File: src/rtl/kickstart_multirom_pkg.sv
// Shared types and constants for the multi-image kickstart controller.
// Also holds the autoconfig size-code helper.
package kickstart_multirom_pkg;

    typedef enum logic [2:0] {IDLE, DECODE, WAIT, ACK, PASS, END} busState_t;

    localparam logic [7:0] AC_OFF_BASE_HI = 8'h48;
    localparam logic [7:0] AC_OFF_BASE_LO = 8'h4A;
    localparam logic [7:0] AC_OFF_SHUTUP  = 8'h4C;

    localparam logic [7:0] CIA_RANGE        = 8'hBF;
    localparam logic [7:0] AUTOCONFIG_RANGE = 8'hE8;
    localparam logic [4:0] KICK_RANGE       = 5'h1F;

    // Zorro II size code for a board of 512K << l bytes.
    function automatic logic [2:0] sizeCode(input int l);
        return 3'b100 + 3'(l);
    endfunction

endpackage

File: src/rtl/kickstart_multirom_ctrl_nibble_rom.sv
// Autoconfig read-back ROM: byte offset in, registered D15:12 nibble out.
// Only the first two nibbles are stored true; the rest are inverted.
module autoconfig_nibble_rom
    import kickstart_multirom_pkg::*;
#(
    parameter int          ROM_L           = 1,
    parameter logic [15:0] MANUFACTURER_ID = 16'h07B9,
    parameter logic [7:0]  PRODUCT_ID      = 8'd104,
    parameter logic [31:0] SERIAL          = 32'h00000400
) (
    input  logic       CLK,
    input  logic       RESET,
    input  logic       load,
    input  logic [7:0] offset,
    output logic [3:0] nibble
);

    localparam logic [2:0] SIZE_CODE = sizeCode(ROM_L);

    logic [3:0] romValue;

    // NOTE: every path assigns romValue, so unlisted offsets cannot infer a latch.
    always_comb begin
        romValue = 4'hF;
        case (offset)
            8'h00:   romValue = 4'b1100;
            8'h02:   romValue = {1'b0, SIZE_CODE};
            8'h04:   romValue = ~PRODUCT_ID[7:4];
            8'h06:   romValue = ~PRODUCT_ID[3:0];
            8'h08:   romValue = ~4'b1000;
            8'h10:   romValue = ~MANUFACTURER_ID[15:12];
            8'h12:   romValue = ~MANUFACTURER_ID[11:8];
            8'h14:   romValue = ~MANUFACTURER_ID[7:4];
            8'h16:   romValue = ~MANUFACTURER_ID[3:0];
            8'h18:   romValue = ~SERIAL[31:28];
            8'h1A:   romValue = ~SERIAL[27:24];
            8'h1C:   romValue = ~SERIAL[23:20];
            8'h1E:   romValue = ~SERIAL[19:16];
            8'h20:   romValue = ~SERIAL[15:12];
            8'h22:   romValue = ~SERIAL[11:8];
            8'h24:   romValue = ~SERIAL[7:4];
            8'h26:   romValue = ~SERIAL[3:0];
            default: romValue = 4'hF;
        endcase
    end

    always_ff @(posedge CLK) begin
        if (RESET) begin
            nibble <= 4'hF;
        end else if (load) begin
            nibble <= romValue;
        end
    end

endmodule

File: src/rtl/kickstart_multirom_ctrl.sv
// Kickstart selector between the 68000 socket and the motherboard: serves ROM space
// from one of NUM_ROMS flash images, or exposes all images as a Zorro II board.
module kickstart_multirom_ctrl
    import kickstart_multirom_pkg::*;
#(
    parameter int          NUM_ROMS           = 2,
    parameter int          BOOT_SEL           = 0,
    parameter int          SWITCH_HOLD_CYCLES = 7093790,
    parameter int          WAIT_STATES        = 1,
    parameter logic [15:0] MANUFACTURER_ID    = 16'h07B9,
    parameter logic [7:0]  PRODUCT_ID         = 8'd104,
    parameter logic [31:0] SERIAL             = 32'h00000400
) (
    input  logic       CLK,
    input  logic       RESET,
    input  logic       BUS_RESET_n,
    input  logic       CPU_AS_n,
    input  logic       UDS_n,
    input  logic       LDS_n,
    input  logic       RW,
    input  logic [7:0] ADDRESS_HIGH,
    input  logic [6:0] ADDRESS_LOW,
    input  logic [3:0] DATA_IN,
    output logic [3:0] DATA_OUT,
    output logic       DATA_OE,
    output logic       MB_AS_n,
    output logic       DTACK_n,
    output logic       DTACK_OE,
    output logic [1:0] FLASH_RD_n,
    output logic [1:0] FLASH_WR_n,
    output logic [((NUM_ROMS > 1) ? $clog2(NUM_ROMS) : 1)-1:0] FLASH_BANK,
    output logic [2:0] ROM_SEL
);

    localparam int L       = $clog2(NUM_ROMS);
    localparam int BANK_W  = (L > 0) ? L : 1;
    localparam int HOLD_W  = $clog2(SWITCH_HOLD_CYCLES + 1);
    localparam int WAIT_W  = (WAIT_STATES > 1) ? $clog2(WAIT_STATES) : 1;
    localparam logic [HOLD_W-1:0] HOLD_MAX  = HOLD_W'(SWITCH_HOLD_CYCLES);
    localparam logic [WAIT_W-1:0] WAIT_LAST = WAIT_W'((WAIT_STATES > 0) ? WAIT_STATES - 1 : 0);

    logic [1:0] asSyncR, udsSyncR, ldsSyncR, rwSyncR, busRstSyncR;
    logic       asSync, udsSync, ldsSync, rwSync, busRstSync;

    busState_t         state;
    logic [WAIT_W-1:0] waitCnt;
    logic [HOLD_W-1:0] holdCnt;
    logic [2:0]        sel, selMinusOne;
    logic [7:0]        base, latchHigh, latchOffset;
    logic [3:0]        dataLatch;
    logic              overlay, configured, baseValid;
    logic              latchRw, latchAc, latchHit, cycleOk;
    logic              dtackOe, dtackN, dataOe;
    logic              kick, ovl, ac, win, hit, flashMode, flashRdEn, flashWrEn;
    logic [BANK_W-1:0] winBank;

    always_ff @(posedge CLK) begin
        if (RESET) begin
            asSyncR     <= 2'b11;
            udsSyncR    <= 2'b11;
            ldsSyncR    <= 2'b11;
            rwSyncR     <= 2'b11;
            busRstSyncR <= 2'b11;
        end else begin
            asSyncR     <= {asSyncR[0], CPU_AS_n};
            udsSyncR    <= {udsSyncR[0], UDS_n};
            ldsSyncR    <= {ldsSyncR[0], LDS_n};
            rwSyncR     <= {rwSyncR[0], RW};
            busRstSyncR <= {busRstSyncR[0], BUS_RESET_n};
        end
    end

    assign asSync     = asSyncR[1];
    assign udsSync    = udsSyncR[1];
    assign ldsSync    = ldsSyncR[1];
    assign rwSync     = rwSyncR[1];
    assign busRstSync = busRstSyncR[1];

    // Decode works on the raw bus so the motherboard sees AS without added latency.
    always_comb begin
        kick      = ADDRESS_HIGH[7:3] == KICK_RANGE;
        ovl       = overlay && (ADDRESS_HIGH[7:3] == 5'h00);
        ac        = ADDRESS_HIGH == AUTOCONFIG_RANGE;
        win       = baseValid && (ADDRESS_HIGH[7:3+L] == base[7:3+L]);
        flashMode = sel != 3'd0;
        hit       = flashMode ? (kick || ovl) : ((ac && !configured) || win);
    end

    generate
        if (L == 0) begin : gSingleImage
            assign winBank = '0;
        end else begin : gMultiImage
            assign winBank = ADDRESS_HIGH[2+L:3];
        end
    endgenerate

    assign selMinusOne = sel - 3'd1;
    assign flashRdEn   = !RESET && !CPU_AS_n && RW && ((flashMode && hit) || win);
    assign flashWrEn   = !RESET && !CPU_AS_n && !RW && win;
    assign MB_AS_n     = CPU_AS_n || hit || RESET;
    assign FLASH_RD_n  = flashRdEn ? {UDS_n, LDS_n} : 2'b11;
    assign FLASH_WR_n  = flashWrEn ? {UDS_n, LDS_n} : 2'b11;
    assign FLASH_BANK  = flashMode ? selMinusOne[BANK_W-1:0] : (win ? winBank : '0);
    assign ROM_SEL     = sel;
    assign DTACK_OE    = dtackOe;
    assign DTACK_n     = dtackN;
    assign DATA_OE     = dataOe;

    // A long bus-reset hold steps the selection once; releasing clears the count.
    always_ff @(posedge CLK) begin
        if (RESET) begin
            sel     <= 3'(BOOT_SEL);
            holdCnt <= '0;
        end else if (busRstSync) begin
            holdCnt <= '0;
        end else if (holdCnt != HOLD_MAX) begin
            holdCnt <= holdCnt + HOLD_W'(1);
            if (holdCnt == HOLD_MAX - HOLD_W'(1)) begin
                sel <= (sel == 3'(NUM_ROMS)) ? 3'd0 : sel + 3'd1;
            end
        end
    end

    always_ff @(posedge CLK) begin
        if (RESET) begin
            state       <= IDLE;
            waitCnt     <= '0;
            overlay     <= 1'b1;
            configured  <= 1'b0;
            baseValid   <= 1'b0;
            base        <= 8'h00;
            latchHigh   <= 8'h00;
            latchOffset <= 8'h00;
            latchRw     <= 1'b1;
            latchAc     <= 1'b0;
            latchHit    <= 1'b0;
            cycleOk     <= 1'b0;
            dataLatch   <= 4'h0;
            dtackOe     <= 1'b0;
            dtackN      <= 1'b1;
            dataOe      <= 1'b0;
        end else if (!busRstSync) begin
            state      <= IDLE;
            overlay    <= 1'b1;
            configured <= 1'b0;
            baseValid  <= 1'b0;
            dtackOe    <= 1'b0;
            dtackN     <= 1'b1;
            dataOe     <= 1'b0;
        end else begin
            case (state)
                IDLE: begin
                    cycleOk <= 1'b0;
                    if (!asSync) state <= DECODE;
                end
                DECODE: begin
                    latchHigh   <= ADDRESS_HIGH;
                    latchOffset <= {ADDRESS_LOW, 1'b0};
                    latchRw     <= rwSync;
                    latchAc     <= ac;
                    latchHit    <= hit;
                    waitCnt     <= '0;
                    if (hit) begin
                        dataOe <= ac && rwSync;
                        if (WAIT_STATES == 0) begin
                            state   <= ACK;
                            dtackOe <= 1'b1;
                            dtackN  <= 1'b0;
                            cycleOk <= 1'b1;
                        end else begin
                            state <= WAIT;
                        end
                    end else begin
                        state   <= PASS;
                        cycleOk <= 1'b1;
                    end
                end
                WAIT: begin
                    if (asSync) begin
                        state  <= END;
                        dataOe <= 1'b0;
                    end else if (waitCnt == WAIT_LAST) begin
                        state   <= ACK;
                        dtackOe <= 1'b1;
                        dtackN  <= 1'b0;
                        cycleOk <= 1'b1;
                    end else begin
                        waitCnt <= waitCnt + WAIT_W'(1);
                    end
                end
                ACK: begin
                    if (!udsSync || !ldsSync) dataLatch <= DATA_IN;
                    if (asSync) begin
                        state   <= END;
                        dtackOe <= 1'b0;
                        dtackN  <= 1'b1;
                        dataOe  <= 1'b0;
                    end
                end
                PASS: begin
                    if (asSync) state <= END;
                end
                END: begin
                    state  <= IDLE;
                    dataOe <= 1'b0;
                    if (cycleOk && latchHit && latchAc && !latchRw) begin
                        case (latchOffset)
                            AC_OFF_BASE_LO: base[3:0] <= dataLatch;
                            AC_OFF_BASE_HI: begin
                                base[7:4]  <= dataLatch;
                                baseValid  <= 1'b1;
                                configured <= 1'b1;
                            end
                            AC_OFF_SHUTUP: configured <= 1'b1;
                            default: ;
                        endcase
                    end
                    if (cycleOk && latchHigh == CIA_RANGE) overlay <= 1'b0;
                end
                default: state <= IDLE;
            endcase
        end
    end

    autoconfig_nibble_rom #(
        .ROM_L          (L),
        .MANUFACTURER_ID(MANUFACTURER_ID),
        .PRODUCT_ID     (PRODUCT_ID),
        .SERIAL         (SERIAL)
    ) nibbleRom (
        .CLK   (CLK),
        .RESET (RESET),
        .load  (state == DECODE),
        .offset({ADDRESS_LOW, 1'b0}),
        .nibble(DATA_OUT)
    );

endmodule

File: config.mk
export PLATFORM = sky130hd
export DESIGN_NAME = kickstart_multirom_ctrl
export DESIGN_NICKNAME = d
export VERILOG_FILES = /design/src/rtl/kickstart_multirom_pkg.sv /design/src/rtl/kickstart_multirom_ctrl_nibble_rom.sv /design/src/rtl/kickstart_multirom_ctrl.sv
export SDC_FILE = /design/constraint.sdc
export NUM_CORES = 1
export LEC_CHECK = 0
export CAP_MARGIN = 20
export CORE_MARGIN = 1.5
export CORE_UTILIZATION = 45
export CTS_BUF_LIST = sky130_fd_sc_hd__clkbuf_4
export DETAILED_ROUTE_END_ITERATION = 10
export PLACE_DENSITY = 0.74
export SYNTH_ARGS = -nofsm -noshare
export SYNTH_HDL_FRONTEND = slang
export SYNTH_HIERARCHICAL = 1
export SYNTH_SLANG_ARGS = --single-unit
export TNS_END_PERCENT = 1
File: constraint.sdc
create_clock -name CLK -period 5.3 [get_ports CLK]
set_input_delay 1.06 -clock CLK [delete_from_list [all_inputs] [get_ports CLK]]
set_output_delay 1.06 -clock CLK [all_outputs]
set_load 0.05 [all_outputs]
======== After elaboration in Yosys (flattened, before gate mapping) ========
Memory sizes are Yosys's and may differ from the RTL's.
Index checks and enable logic that the tools add are counted.
word-level totals
  register bits ........................... 77
  bits of input ports ..................... 26
  memories ................................ 1
  memory bits (read-only) ................. 256
  output and inout port bits .............. 16
  logic and storage cells ................. 133
operators by class
  add/subtract/negate cells ............... 4
  equality and inequality tests ........... 23
  bitwise gates (word level) .............. 1
  reduce and logical (&&, ||, !) cells .... 52
  muxes and demuxes ....................... 28
memory list
  memory            depth  width  rd ports  clocked after memory_dff  write ports  RTL line                                  RTL
  (name not given)  64     4      1         0                         0            kickstart_multirom_ctrl_nibble_rom.sv:25  case (offset)
operator list
  operator                 count
  $add A23 B1 Y23 const B  1
  $eq A23 B23 Y1 const B   1
  $ne A23 B23 Y1 const B   1
  $reduce_and A3 Y1        7
  $mux W3                  6
  $eq A8 B8 Y1 const B     2
  $eq A7 B6 Y1 const B     2
  $logic_and A1 B1 Y1      14
  $mux W1                  13
  $ne A2 B2 Y1 const B     6
  $pmux W3 S4              1
  $reduce_or A2 Y1         5
  $eq A3 B2 Y1 const B     3
  $reduce_bool A3 Y1       3
  $reduce_and A4 Y1        2
  $logic_not A1 Y1         7
  $eq A3 B3 Y1 const B     2
  $logic_or A1 B1 Y1       6
  $pmux W1 S2              3
  $pmux W1 S3              2
  $eq A5 B5 Y1 const B     1
  $logic_not A5 Y1         1
  $reduce_and A5 Y1        1
  $eq A4 B4 Y1             1
  13 further kinds         17

======== Logic depth before layout (Yosys ltp) ========
Gate-level depths: netlist of run 1.
  word-level depth ........................ 8
  mapped depth ............................ 7

======== Cells and area by module ========
The synthesis of run 1 kept the hierarchy.
by module, submodules not included
  module                   area each (µm²)  times used  cells an instance  seq. area each (µm²)
  kickstart_multirom_ctrl  3,155.5          1           373                1,441.4
  autoconfig_nibble_rom    234.0            1           23                 80.1

======== Worst setup path before layout of run 1 ========
Ideal clock, no wire load.
  path type ............................... in2out
  from .................................... input port ADDRESS_HIGH[0]
  to ...................................... output port MB_AS_n
  stages on the path ...................... 4
  arrival ................................. 2,403 ps
  data required time ...................... 4,240 ps
  path slack .............................. 1,837 ps
  cell sequence ........................... or4_1 o31a_1 o31ai_1 a21o_1
on the way
  cells in the longest elaborated chain, start to end .. 6
ends and longest elaborated chain
  what                              RTL line                        RTL
  start, declared                   kickstart_multirom_ctrl.sv:21   input logic [7:0] ADDRESS_HIGH,
  $eq A8 B8 Y1                      kickstart_multirom_ctrl.sv:83   ac = ADDRESS_HIGH == AUTOCONFIG_RANGE;
  $logic_and A1 B1 Y1               kickstart_multirom_ctrl.sv:86   hit = flashMode ? (kick || ovl) : ((ac && !configured) || win);
  $logic_or A1 B1 Y1                kickstart_multirom_ctrl.sv:86
  $mux W1                           kickstart_multirom_ctrl.sv:86
  $logic_or A1 B1 Y1 (2 in series)  kickstart_multirom_ctrl.sv:100  assign MB_AS_n = CPU_AS_n || hit || RESET;
  end, declared                     kickstart_multirom_ctrl.sv:26   output logic MB_AS_n,
No other way between the ends.

======== Worst setup path after layout of run 1 ========
  from .................................... input port ADDRESS_HIGH[4]
  to ...................................... output port FLASH_WR_n[0]
on the way
  cells in the longest elaborated chain, start to end .. 4
ends and longest elaborated chain
  what                 RTL line                        RTL
  $eq A4 B4 Y1         kickstart_multirom_ctrl.sv:84   win = baseValid && (ADDRESS_HIGH[7:3+L] == base[7:3+L]);
  $logic_and A1 B1 Y1  kickstart_multirom_ctrl.sv:84
  $logic_and A1 B1 Y1  kickstart_multirom_ctrl.sv:99   assign flashWrEn = !RESET && !CPU_AS_n && !RW && win;
  $mux W2              kickstart_multirom_ctrl.sv:102  assign FLASH_WR_n = flashWrEn ? {UDS_n, LDS_n} : 2'b11;
  end, declared        kickstart_multirom_ctrl.sv:30   output logic [1:0] FLASH_WR_n,
No other way between the ends.

==> impl_results.md, run 1 <==
* Critical path's top delay family: buffers and inverters
* Drc violations at 0
* Worst-path clk slew at 0.12 ns
* Post-Syn Area at 3390 um2
* Die Y at 89.79 um
* Status: finished clean
* Placer congestion estimate at 0.8245
* Share of the synthesized area in the top cell type at 0.4489
* Grt met3 use at 0.04907
* Logic gate share of total power at 0.067
* CP most frequent cell: clkdlybuf4s50_1
* Final net count at 466
* WL final at 7396 um
* Port bufs at 41
* Crit-path max FO at 5
* Worst skew pair latency at 0.43 ns
* Internal at 0.7551 mW
* Maximum VDD drop at 0.1582 mV
* Starting Density at 0.4673
* Async SR Flop Fraction at 0
* Vias in the first global route at 2,736
* Overall routing resource usage at 0.1940
* Placed insts at 525
* Most Used Layer, Global Route: met2
* Syn_nets at 425
* Reg power frac at 0.588
* # clock sinks at 76
* Root Driver: clkbuf_4
* Commonest non-fill, non-tap cell in the layout: dfxtp_1
* Main flop type after synthesis: dfxtp_1
* Via density at 5.411
* Signal arrival time at the worst endpoint at 3.49 ns
* Register bit total from synthesis at 76
* Worst-margin pin slew at 0.9848 ns
* Non-Filler Instances at 540
* # IOs at 42
* Largest cells by area after synthesis: dfxtp_1 (45%), nand2_1 (5.6%), nor2_1 (5.3%)
* Slew Limit Headroom at 0.3374
* Crit-path max cell delay at 0.72 ns
* GR Overflow Total at 0
* Sw Ratio at 0.2394
* Total number of vias at 2,922
* Pwr/cell area at 247.3 nW/um2
* Mean Syn Cell Area at 8.559 um2
* Largest net degree at the start of global routing at 51
* Fin worst setup slack at 0.7496 ns
* Final period util at 0.8586
* Share of cells above drive strength 1 at 0.08617
* M1 GR Usage at 0.2460
* Drt wl/cell at 13.70 um
* Initial DRT Pass Iterations at 4
* Max cap viols at 0
* Final hold vios at 0
* Area Overhead vs Synth at 18.46%
* Dpl ws at 0.7226 ns
* CTS buffer count at 9
* Minimum clock period at 4.550 ns
* H-tree depth at 3
* Netlist cell types at 57
* # diodes at 0
* Seq/Total Area, Yosys at 0.4489
* Initial DRC Count at 172
* Final ANT Viol Nets at 0
* Final hold slack at 0.4068 ns
* Psw at 0.2377 mW
* Fin. max-slew vios at 0
* Area of the core at 7253 um2
* Dpl hpwl at 5331 um
* M2 GR Usage at 0.3155
* Post-CTS Hold Fix Bufs at 0
* Worst Setup Start Kind: input port
* DIE AREA at 8062 um2
* Rows at 31
* Ys Warns at 6
* Cells after Synth at 396
* WP buf/inv at 2
* Slowest-stage cell, CP: clkdlybuf4s50_1
* CTS resizes at 0
* Setup violations, final at 0
* Power Total at 0.9928 mW
* WS Path Type: input port to output port
* Clock Path Buffers at 2
* Clock power frac at 0.345
* Highest-count cells in the layout ignoring fill and taps: dfxtp_1 (76), nand2_1 (51), nor2_1 (48)
* Req. time, crit path at 4.24 ns
* RSZ-0062 raised after global routing: no
* Post-CTS setup buffer count at 0
* CP Capture Type: output port
* Total negative slack at 0 ns
* Crit-path cells: clkdlybuf4s50_1 -> nand2b_1 -> o2111ai_1 -> or3_1 -> or4_1 -> clkdlybuf4s50_1
* Hold Crit Class: flop to flop
* Global-route wire length before repair at 12,720 um
* Largest area contributor in the netlist: dfxtp_1
* CTS tree: done
* Fmax at 219.8 MHz
* Die Wd at 89.79 um
* Leakage at 1.401 nW
* EDFF count, synth at 0
* Clk_skew at 0.01998 ns
* Antenna violations before repair at 0
[sequential cells by signal, indices dropped and copies added, names as in the netlist, 2 cells and up]
signal	flops
holdCnt	23
latchHigh	8
latchOffset	7
base	4
dataLatch	4
nibbleRom/nibble	4
ROM_SEL	3
state	3
asSyncR	2
busRstSyncR	2
ldsSyncR	2
rwSyncR	2
udsSyncR	2
[cell type report]
cell class	instances	area (um2)
timing repair buffer	43	429.2
clock buffer	10	75.07
fill	659	3238
inverter	13	48.80
sequential	76	1521
clock inverter	5	53.80
multi-input combinational	294	1763
tap	99	123.9
[final timing paths]
kind | startpoint | end | slack [ns] | cells past startpoint
worst max-delay path | ADDRESS_HIGH[4] | FLASH_WR_n[0] | 0.75 | 6
worst min-delay path | busRstSyncR[0] | busRstSyncR[1] | 0.41 | 1
worst max register to register | state[0] | nibbleRom/nibble[0] | 3.10 | 6
worst min register to register | busRstSyncR[0] | busRstSyncR[1] | 0.41 | 1
[cell usage after synthesis, drive strengths merged, types with 3 or more instances]
cell type	n
o32a	3
nand4b	3
nand3	12
clkbuf	11
or3	8
nor4	6
nor2b	3
or4	8
o21ai	9
nand2b	7
a21oi	30
inv	13
nor3	11
dfxtp	76
or2	11
and3	4
nor2	48
xor2	11
nand2	51
mux2i	11
xnor2	7
o31ai	4
a31oi	4
ha	3
nand4	8
a21o	3
[power by group through the flow]
stage / clock, mW / sequential (mW) / combinational, mW
2_1_floorplan: 0 / 0.596 / 0.0321
3_3_place_gp: 0 / 0.597 / 0.0637
3_5_place_dp: 0 / 0.597 / 0.0659
4_1_cts: 0.351 / 0.584 / 0.0660
5_1_grt: 0.373 / 0.586 / 0.0730
6_report: 0.342 / 0.584 / 0.0663
[cells by family (layout without fill, tap and decap cells)]
kind of cell,after synthesis,count (layout),share of synthesized area
other,1,1,0.001106
AND/OR/NAND/NOR,192,192,0.2994
XOR/XNOR,18,18,0.04651
adder cells (fa/ha/maj),3,3,0.01108
buffers and inverters,26,71,0.03101
flip-flops,76,76,0.4489
multiplexers,12,12,0.03581
AO/OA/AOI/OAI,68,68,0.1262
[per-stage QoR]
step / util / instance area, um2
after floorplan: - / 3390
after global placement: 0.5342 / 3875
after detailed placement: 0.5358 / 3886
after CTS: 0.5536 / 4015
after global routing: 0.5536 / 4015
final: 0.5536 / 4015
[routing by layer]
layer | wire length [um] | part of all wire
met5 | 0 | 0
met4 | 131 | 0.018
met1 | 3392 | 0.46
met2 | 3530 | 0.48
met3 | 341 | 0.046
(Power assumes the default switching activity.)
==> inputs of run 2 (changes only) <==
--- a/config.mk
+++ b/config.mk
@@ -10,7 +10,9 @@
 export CORE_UTILIZATION = 45
 export CTS_BUF_LIST = sky130_fd_sc_hd__clkbuf_4
 export DETAILED_ROUTE_END_ITERATION = 10
+export MAX_ROUTING_LAYER = met4
 export PLACE_DENSITY = 0.74
+export RECOVER_POWER = 25
 export SYNTH_ARGS = -nofsm -noshare
 export SYNTH_HDL_FRONTEND = slang
 export SYNTH_HIERARCHICAL = 1
==> impl_results.md, run 2 (synthesis gave the netlist of run 1 again) <==
* Reg-to-reg critical path startpoint: state[0]
* Worst Setup Start Kind: input port
* Final period util at 0.8588 (about the same)
* Rows at 31 (unchanged)
* Crit-path cells: clkdlybuf4s50_1 -> nand2b_1 -> o2111ai_1 -> or3_1 -> or4_1 -> clkdlybuf4s50_1
* Setup crit start: ADDRESS_HIGH[4]
* Die Wd at 89.79 um (unchanged)
* Clock Path Buffers at 2 (unchanged)
* Vias in the first global route at 2,738 (+0.073%)
* Final ANT Viol Nets at 0 (unchanged)
* Initial DRC Count at 152 (-12%)
* Total number of vias at 2,895 (-0.92%)
* CTS resizes at 0 (unchanged)
* Status: finished, violations left
* Minimum clock period at 4.551 ns (+0.001047 ns)
* Hold_sp: busRstSyncR[0]
* Setup violations, final at 0 (unchanged)
* Port bufs at 41 (unchanged)
* # clock sinks at 76 (unchanged)
* Worst-path clk slew at 0.12 ns (about the same)
* Worst-margin pin slew at 1.991 ns (+1.006 ns)
* Starting Density at 0.4673 (unchanged)
* Share of cells above drive strength 1 at 0.08390 (-0.002268)
* Commonest non-fill, non-tap cell in the layout: dfxtp_1
* Non-Filler Instances at 540 (unchanged)
* Hold Crit Class: flop to flop
* Max reg flops at 23 (unchanged)
* Drc violations at 0 (unchanged)
* WL final at 7395 um (about the same)
* Post-CTS setup buffer count at 0 (unchanged)
* Fill cells at 658 (-0.15%)
* Hold Crit Depth at 1 (unchanged)
* Clk_skew at 0.01893 ns (-0.001047 ns)
* Global-route wire length before repair at 12,760 um (+0.28%)
* Final net count at 466 (unchanged)
* Largest net degree at the start of global routing at 51 (unchanged)
* Psw at 0.2356 mW (-0.86%)
* Highest-count cells in the layout ignoring fill and taps: dfxtp_1 (76), nand2_1 (51), nor2_1 (48)
* Placer congestion estimate at 0.8370 (+1.5%)
* Signal arrival time at the worst endpoint at 3.49 ns (about the same)
* Die Y at 89.79 um (unchanged)
* Internal at 0.7549 mW (about the same)
* Max cap viols at 1 (+1)
* Req. time, crit path at 4.24 ns (about the same)
* Worst skew pair latency at 0.42 ns (about the same)
* Placed insts at 525 (unchanged)
* # diodes at 0 (unchanged)
* Dpl hpwl at 5331 um (unchanged)
* CTS buffer count at 9 (unchanged)
* H-tree depth at 3 (unchanged)
* Fin. max-slew vios at 51 (+51)
* R2R cell count at 6 (unchanged)
* Slew Limit Headroom at -0.3273 (-0.6647)
* Sw Ratio at 0.2379 (-0.001502)
* Post-CTS Hold Fix Bufs at 0 (unchanged)
* DIE AREA at 8062 um2 (unchanged)
* CP most frequent cell: clkdlybuf4s50_1
* Final hold vios at 0 (unchanged)
* Drt wl/cell at 13.69 um (about the same)
* Via density at 5.361 (-0.92%)
* Crit-path max FO at 5 (unchanged)
* Biggest regs: holdCnt: 23 flops, latchHigh: 8 flops, latchOffset: 7 flops
* Crit-path max cell delay at 0.72 ns (about the same)
* Initial DRT Pass Iterations at 4 (unchanged)
* Area Overhead vs Synth at 18.35% (about the same)
* Slowest-stage cell, CP: clkdlybuf4s50_1
* Largest reg by FF count: holdCnt
* Root Driver: clkbuf_4
* Total negative slack at 0 ns (unchanged)
* Logic gate share of total power at 0.066 (about the same)
* Pwr/cell area at 246.9 nW/um2 (-0.14%)
* CP Capture Type: output port
* Maximum VDD drop at 0.1582 mV (about the same)
* Antenna violations before repair at 0 (unchanged)
* Area of the multi-input gates at 1763 um2 (unchanged)
* Overall routing resource usage at 0.2000 (+0.005979)
* GR Overflow Total at 0 (unchanged)
* # IOs at 42 (unchanged)
* RSZ-0062 raised after global routing: no
* WS Path Type: input port to output port
* Reg power frac at 0.590 (+0.002)
* Clock power frac at 0.344 (about the same)
* Fmax at 219.7 MHz (about the same)
* CTS tree: done
* Area of the core at 7253 um2 (unchanged)
* Leakage at 1.397 nW (-0.29%)
* Failing checks: max-capacitance violations, max-slew violations
* Storage cell area at 1521 um2 (unchanged)
## run 2: cell count changes in the layout (fill, tap and decap cells not counted)
cell	previous run	this run
dlygate4sd3_1	0	2
buf_4	1	0
and2_0	0	1
clkdlybuf4s50_1	41	39
and2_1	2	1
clkbuf_1	0	1
## run 2: routing by layer
layer | vias to the layer above | global-route usage | wire length [um]
met5 | - | - | 0
met4 | 0 | 0.07011 | 106
met3 | 11 | 0.05330 | 234
met2 | 42 | 0.3162 | 3581
met1 | 1370 | 0.2471 | 3473
li1 | 1472 | - | -
## run 2: per-stage QoR
stage / power [mW] / cell area (um2) / worst slack (ns) / hold slack [ns] / util
2_1_floorplan: 0.6279 / 3390 / 1.837 / 0.3895 / -
3_3_place_gp: 0.6605 / 3875 / 0.7523 / 0.3918 / 0.5342
3_5_place_dp: 0.6629 / 3886 / 0.7226 / 0.3942 / 0.5358
4_1_cts: 1.001 / 4015 / 0.7286 / 0.4218 / 0.5536
5_1_grt: 1.033 / 4011 / 0.6141 / 0.4391 / 0.5530
6_report: 0.9905 / 4011 / 0.7486 / 0.4069 / 0.5530
## run 2: area by class of cell
type / count / area share
Timing Repair Buffer: 43 / 0.1061
Inverter: 13 / 0.01216
Tap cell: 99 / 0.03088
Clock buffer: 10 / 0.01871
Sequential cell: 76 / 0.3793
Multi-Input combinational cell: 294 / 0.4395
Clock inverter: 5 / 0.01341
## run 2: path summary, 6_finish.rpt
| kind | end | slack, ns |
|---|---|---|
| max reg2reg | nibbleRom/nibble[0] | 3.09 |
| min | busRstSyncR[1] | 0.41 |
| min reg2reg | busRstSyncR[1] | 0.41 |
| max | FLASH_WR_n[0] | 0.75 |
## run 2: critical path: cells and delay by family
kind | cells | cell delay (ns)
AO/OA/AOI/OAI | 1 | 0.14
buffers and inverters | 2 | 1.27
AND/OR/NAND/NOR | 3 | 1.02
## run 2: power groups by stage
| stage | Combinational (mW) | Sequential (mW) | Clock (mW) |
|---|---|---|---|
| after detailed placement | 0.0659 | 0.597 | 0 |
| after floorplan | 0.0321 | 0.596 | 0 |
| after global routing | 0.0725 | 0.586 | 0.375 |
| final | 0.0659 | 0.584 | 0.340 |
| after global placement | 0.0637 | 0.597 | 0 |
| after CTS | 0.0660 | 0.584 | 0.351 |
==> inputs of run 3 (changes only) <==
--- a/config.mk
+++ b/config.mk
@@ -7,11 +7,11 @@
 export LEC_CHECK = 0
 export CAP_MARGIN = 20
 export CORE_MARGIN = 1.5
-export CORE_UTILIZATION = 45
+export CORE_UTILIZATION = 62
 export CTS_BUF_LIST = sky130_fd_sc_hd__clkbuf_4
 export DETAILED_ROUTE_END_ITERATION = 10
 export MAX_ROUTING_LAYER = met4
-export PLACE_DENSITY = 0.74
+export PLACE_DENSITY = 0.95
 export RECOVER_POWER = 25
 export SYNTH_ARGS = -nofsm -noshare
 export SYNTH_HDL_FRONTEND = slang
==> impl_results.md, run 3 (synthesis gave the netlist of run 1 again) <==
* Failing checks: max-capacitance violations, max-slew violations
* Area of the multi-input gates at 1763 um2 (unchanged)
* R2R cell count at 6 (unchanged)
* Overall routing resource usage at 0.2997 (+0.09975)
* Starting Density at 0.6512 (+0.1839)
* Dpl ws at 0.7278 ns (+0.005176 ns)
* CTS tree: done
* Slew Limit Headroom at -0.3386 (-0.01133)
* H-tree depth at 3 (unchanged)
* CTS buffer count at 9 (unchanged)
* Pwr/cell area at 264.1 nW/um2 (+7.0%)
* Largest net degree at the start of global routing at 51 (unchanged)
* Psw at 0.2495 mW (+5.9%)
* Slowest-stage cell, CP: clkdlybuf4s50_1
* Total number of vias at 3,062 (+5.8%)
* Rows at 26 (-16%)
* Sw Ratio at 0.2358 (-0.002046)
* CTS resizes at 0 (unchanged)
* FF-to-FF End: nibbleRom/nibble[0]
* Setup crit start: ADDRESS_HIGH[4]
* Initial DRT Pass Iterations at 5 (+1)
* Post-CTS Hold Fix Bufs at 0 (unchanged)
* Final period util at 0.8718 (+0.01300)
* Dpl hpwl at 5497 um (+3.1%)
* WP buf/inv at 2 (unchanged)
* Logic gate share of total power at 0.063 (-0.003)
* Worst skew pair latency at 0.41 ns (about the same)
* Biggest regs: holdCnt: 23 flops, latchHigh: 8 flops, latchOffset: 7 flops
* Req. time, crit path at 4.24 ns (about the same)
* Largest reg by FF count: holdCnt
* Max cap viols at 1 (unchanged)
* Worst Setup Start Kind: input port
* Clk_skew at 0.01501 ns (-0.003925 ns)
* Die Y at 76.94 um (-14%)
* Status: finished, violations left
* Post-CTS setup buffer count at 0 (unchanged)
* Crit-path max FO at 5 (unchanged)
* Placer congestion estimate at 0.9462 (+13%)
* Total negative slack at 0 ns (unchanged)
* Highest-count cells in the layout ignoring fill and taps: dfxtp_1 (76), nand2_1 (51), nor2_1 (48)
* Hold Crit Class: flop to flop
* Area of the core at 5205 um2 (-28%)
* Share of cells above drive strength 1 at 0.08824 (+0.004335)
* Root Driver: clkbuf_4
* Global-route wire length before repair at 13,500 um (+5.8%)
* Fin. max-slew vios at 51 (unchanged)
* # clock sinks at 76 (unchanged)
* Signal arrival time at the worst endpoint at 3.56 ns (+0.07 ns)
* RSZ-0062 raised after global routing: no
* WS Path Type: input port to output port
* # diodes at 0 (unchanged)
* Reg-to-reg critical path startpoint: state[0]
* Final net count at 466 (unchanged)
* Clock Path Buffers at 2 (unchanged)
* Initial DRC Count at 268 (+76%)
* WL final at 8220 um (+11%)
* Crit-path max cell delay at 0.81 ns (+0.09 ns)
* Setup violations, final at 0 (unchanged)
* Leakage at 1.422 nW (+1.8%)
* Storage cell area at 1521 um2 (unchanged)
* Minimum clock period at 4.620 ns (+0.06891 ns)
* CP Capture Type: output port
* Clock power frac at 0.384 (+0.040)
* Fmax at 216.4 MHz (-1.5%)
* GR Overflow Total at 0 (unchanged)
* Worst-path clk slew at 0.13 ns (about the same)
* Drt wl/cell at 16.05 um (+17%)
* Via density at 5.980 (+12%)
* Drc violations at 0 (unchanged)
* Worst-margin pin slew at 2.008 ns (+0.01700 ns)
* Final hold slack at 0.4266 ns (+0.01972 ns)
* Reg power frac at 0.553 (-0.037)
* Commonest non-fill, non-tap cell in the layout: dfxtp_1
* Setup crit end: MB_AS_n
* DIE AREA at 5920 um2 (-27%)
* Port bufs at 41 (unchanged)
* Power Total at 1.058 mW (+6.8%)
* CP most frequent cell: clkdlybuf4s50_1
* # IOs at 42 (unchanged)
* Fill cells at 364 (-45%)
* Die Wd at 76.94 um (-14%)
* Vias in the first global route at 2,925 (+6.8%)
* Internal at 0.8084 mW (+7.1%)
* Final hold vios at 0 (unchanged)
* Maximum VDD drop at 0.2024 mV (+28%)
* Critical path's top delay family: buffers and inverters
* Final ANT Viol Nets at 0 (unchanged)
* Fin worst setup slack at 0.6797 ns (-0.06892 ns)
* Crit-path cells: clkdlybuf4s50_1 -> nand2b_1 -> o2111ai_1 -> o31ai_1 -> a21o_1 -> clkdlybuf4s50_1
* Antenna violations before repair at 0 (unchanged)
* Reg2reg setup slack at 3.00 ns (-0.09 ns)
* Area Overhead vs Synth at 18.16%
* Worst path depth at 6 (unchanged)
* Max reg flops at 23 (unchanged)
## run 3: cell count changes in the layout (fill, tap and decap cells not counted)
cell,delta
and2_0,-1
dlygate4sd3_1,-1
clkinv_1,-1
clkdlybuf4s50_1,+1
bufinv_16,+1
buf_6,-1
clkinvlp_4,-2
inv_6,+1
buf_4,+1
clkinv_4,+1
and2_1,+1
clkinv_2,+1
## run 3: through the flow
stage          utilization  instances  area (um2)
5_1_grt             0.7695        512        4005
4_1_cts             0.7688        511        4001
2_1_floorplan            -        396        3390
3_5_place_dp        0.7375        495        3839
6_report            0.7695        512        4005
3_3_place_gp        0.7375        495        3839
## run 3: worst reg2reg max path: stages (launching register included)
cell and delay (ns):
dfxtp_1 0.50, nand2b_1 0.15, nand2b_1 0.24, inv_1 0.26, or3b_1 0.40, or4_4 0.45, o32a_2 0.20
## run 3: cell type report
cell class,count,share of cell area
timing repair buffer,43,0.1053
clock buffer,10,0.01874
inverter,13,0.01218
multi-input combinational,294,0.4402
sequential,76,0.3799
tap,70,0.02187
clock inverter,6,0.02187
## run 3: how the worst min path moves through the flow
stage / from / to / slack (ns) / cells past startpoint
floorplan: asSyncR[0] / asSyncR[1] / 0.39 / 1
global placement: ldsSyncR[0] / ldsSyncR[1] / 0.39 / 1
detailed placement: asSyncR[0] / asSyncR[1] / 0.39 / 1
CTS: ldsSyncR[0] / ldsSyncR[1] / 0.43 / 1
global route: udsSyncR[0] / udsSyncR[1] / 0.44 / 1
finish: ldsSyncR[0] / ldsSyncR[1] / 0.43 / 1
## run 3: per-layer routing
layer,GRT usage,wire length [um]
met5,-,0
met4,0.1481,190
met3,0.05952,521
met2,0.4708,4036
met1,0.3677,3472
## run 3: power by group through the flow
stage | registers [mW] | clock network, mW | logic (mW)
finish | 0.585 | 0.406 | 0.0672
global route | 0.586 | 0.437 | 0.0727
CTS | 0.584 | 0.410 | 0.0661
detailed placement | 0.597 | 0 | 0.0651
global placement | 0.597 | 0 | 0.0629
floorplan | 0.596 | 0 | 0.0321
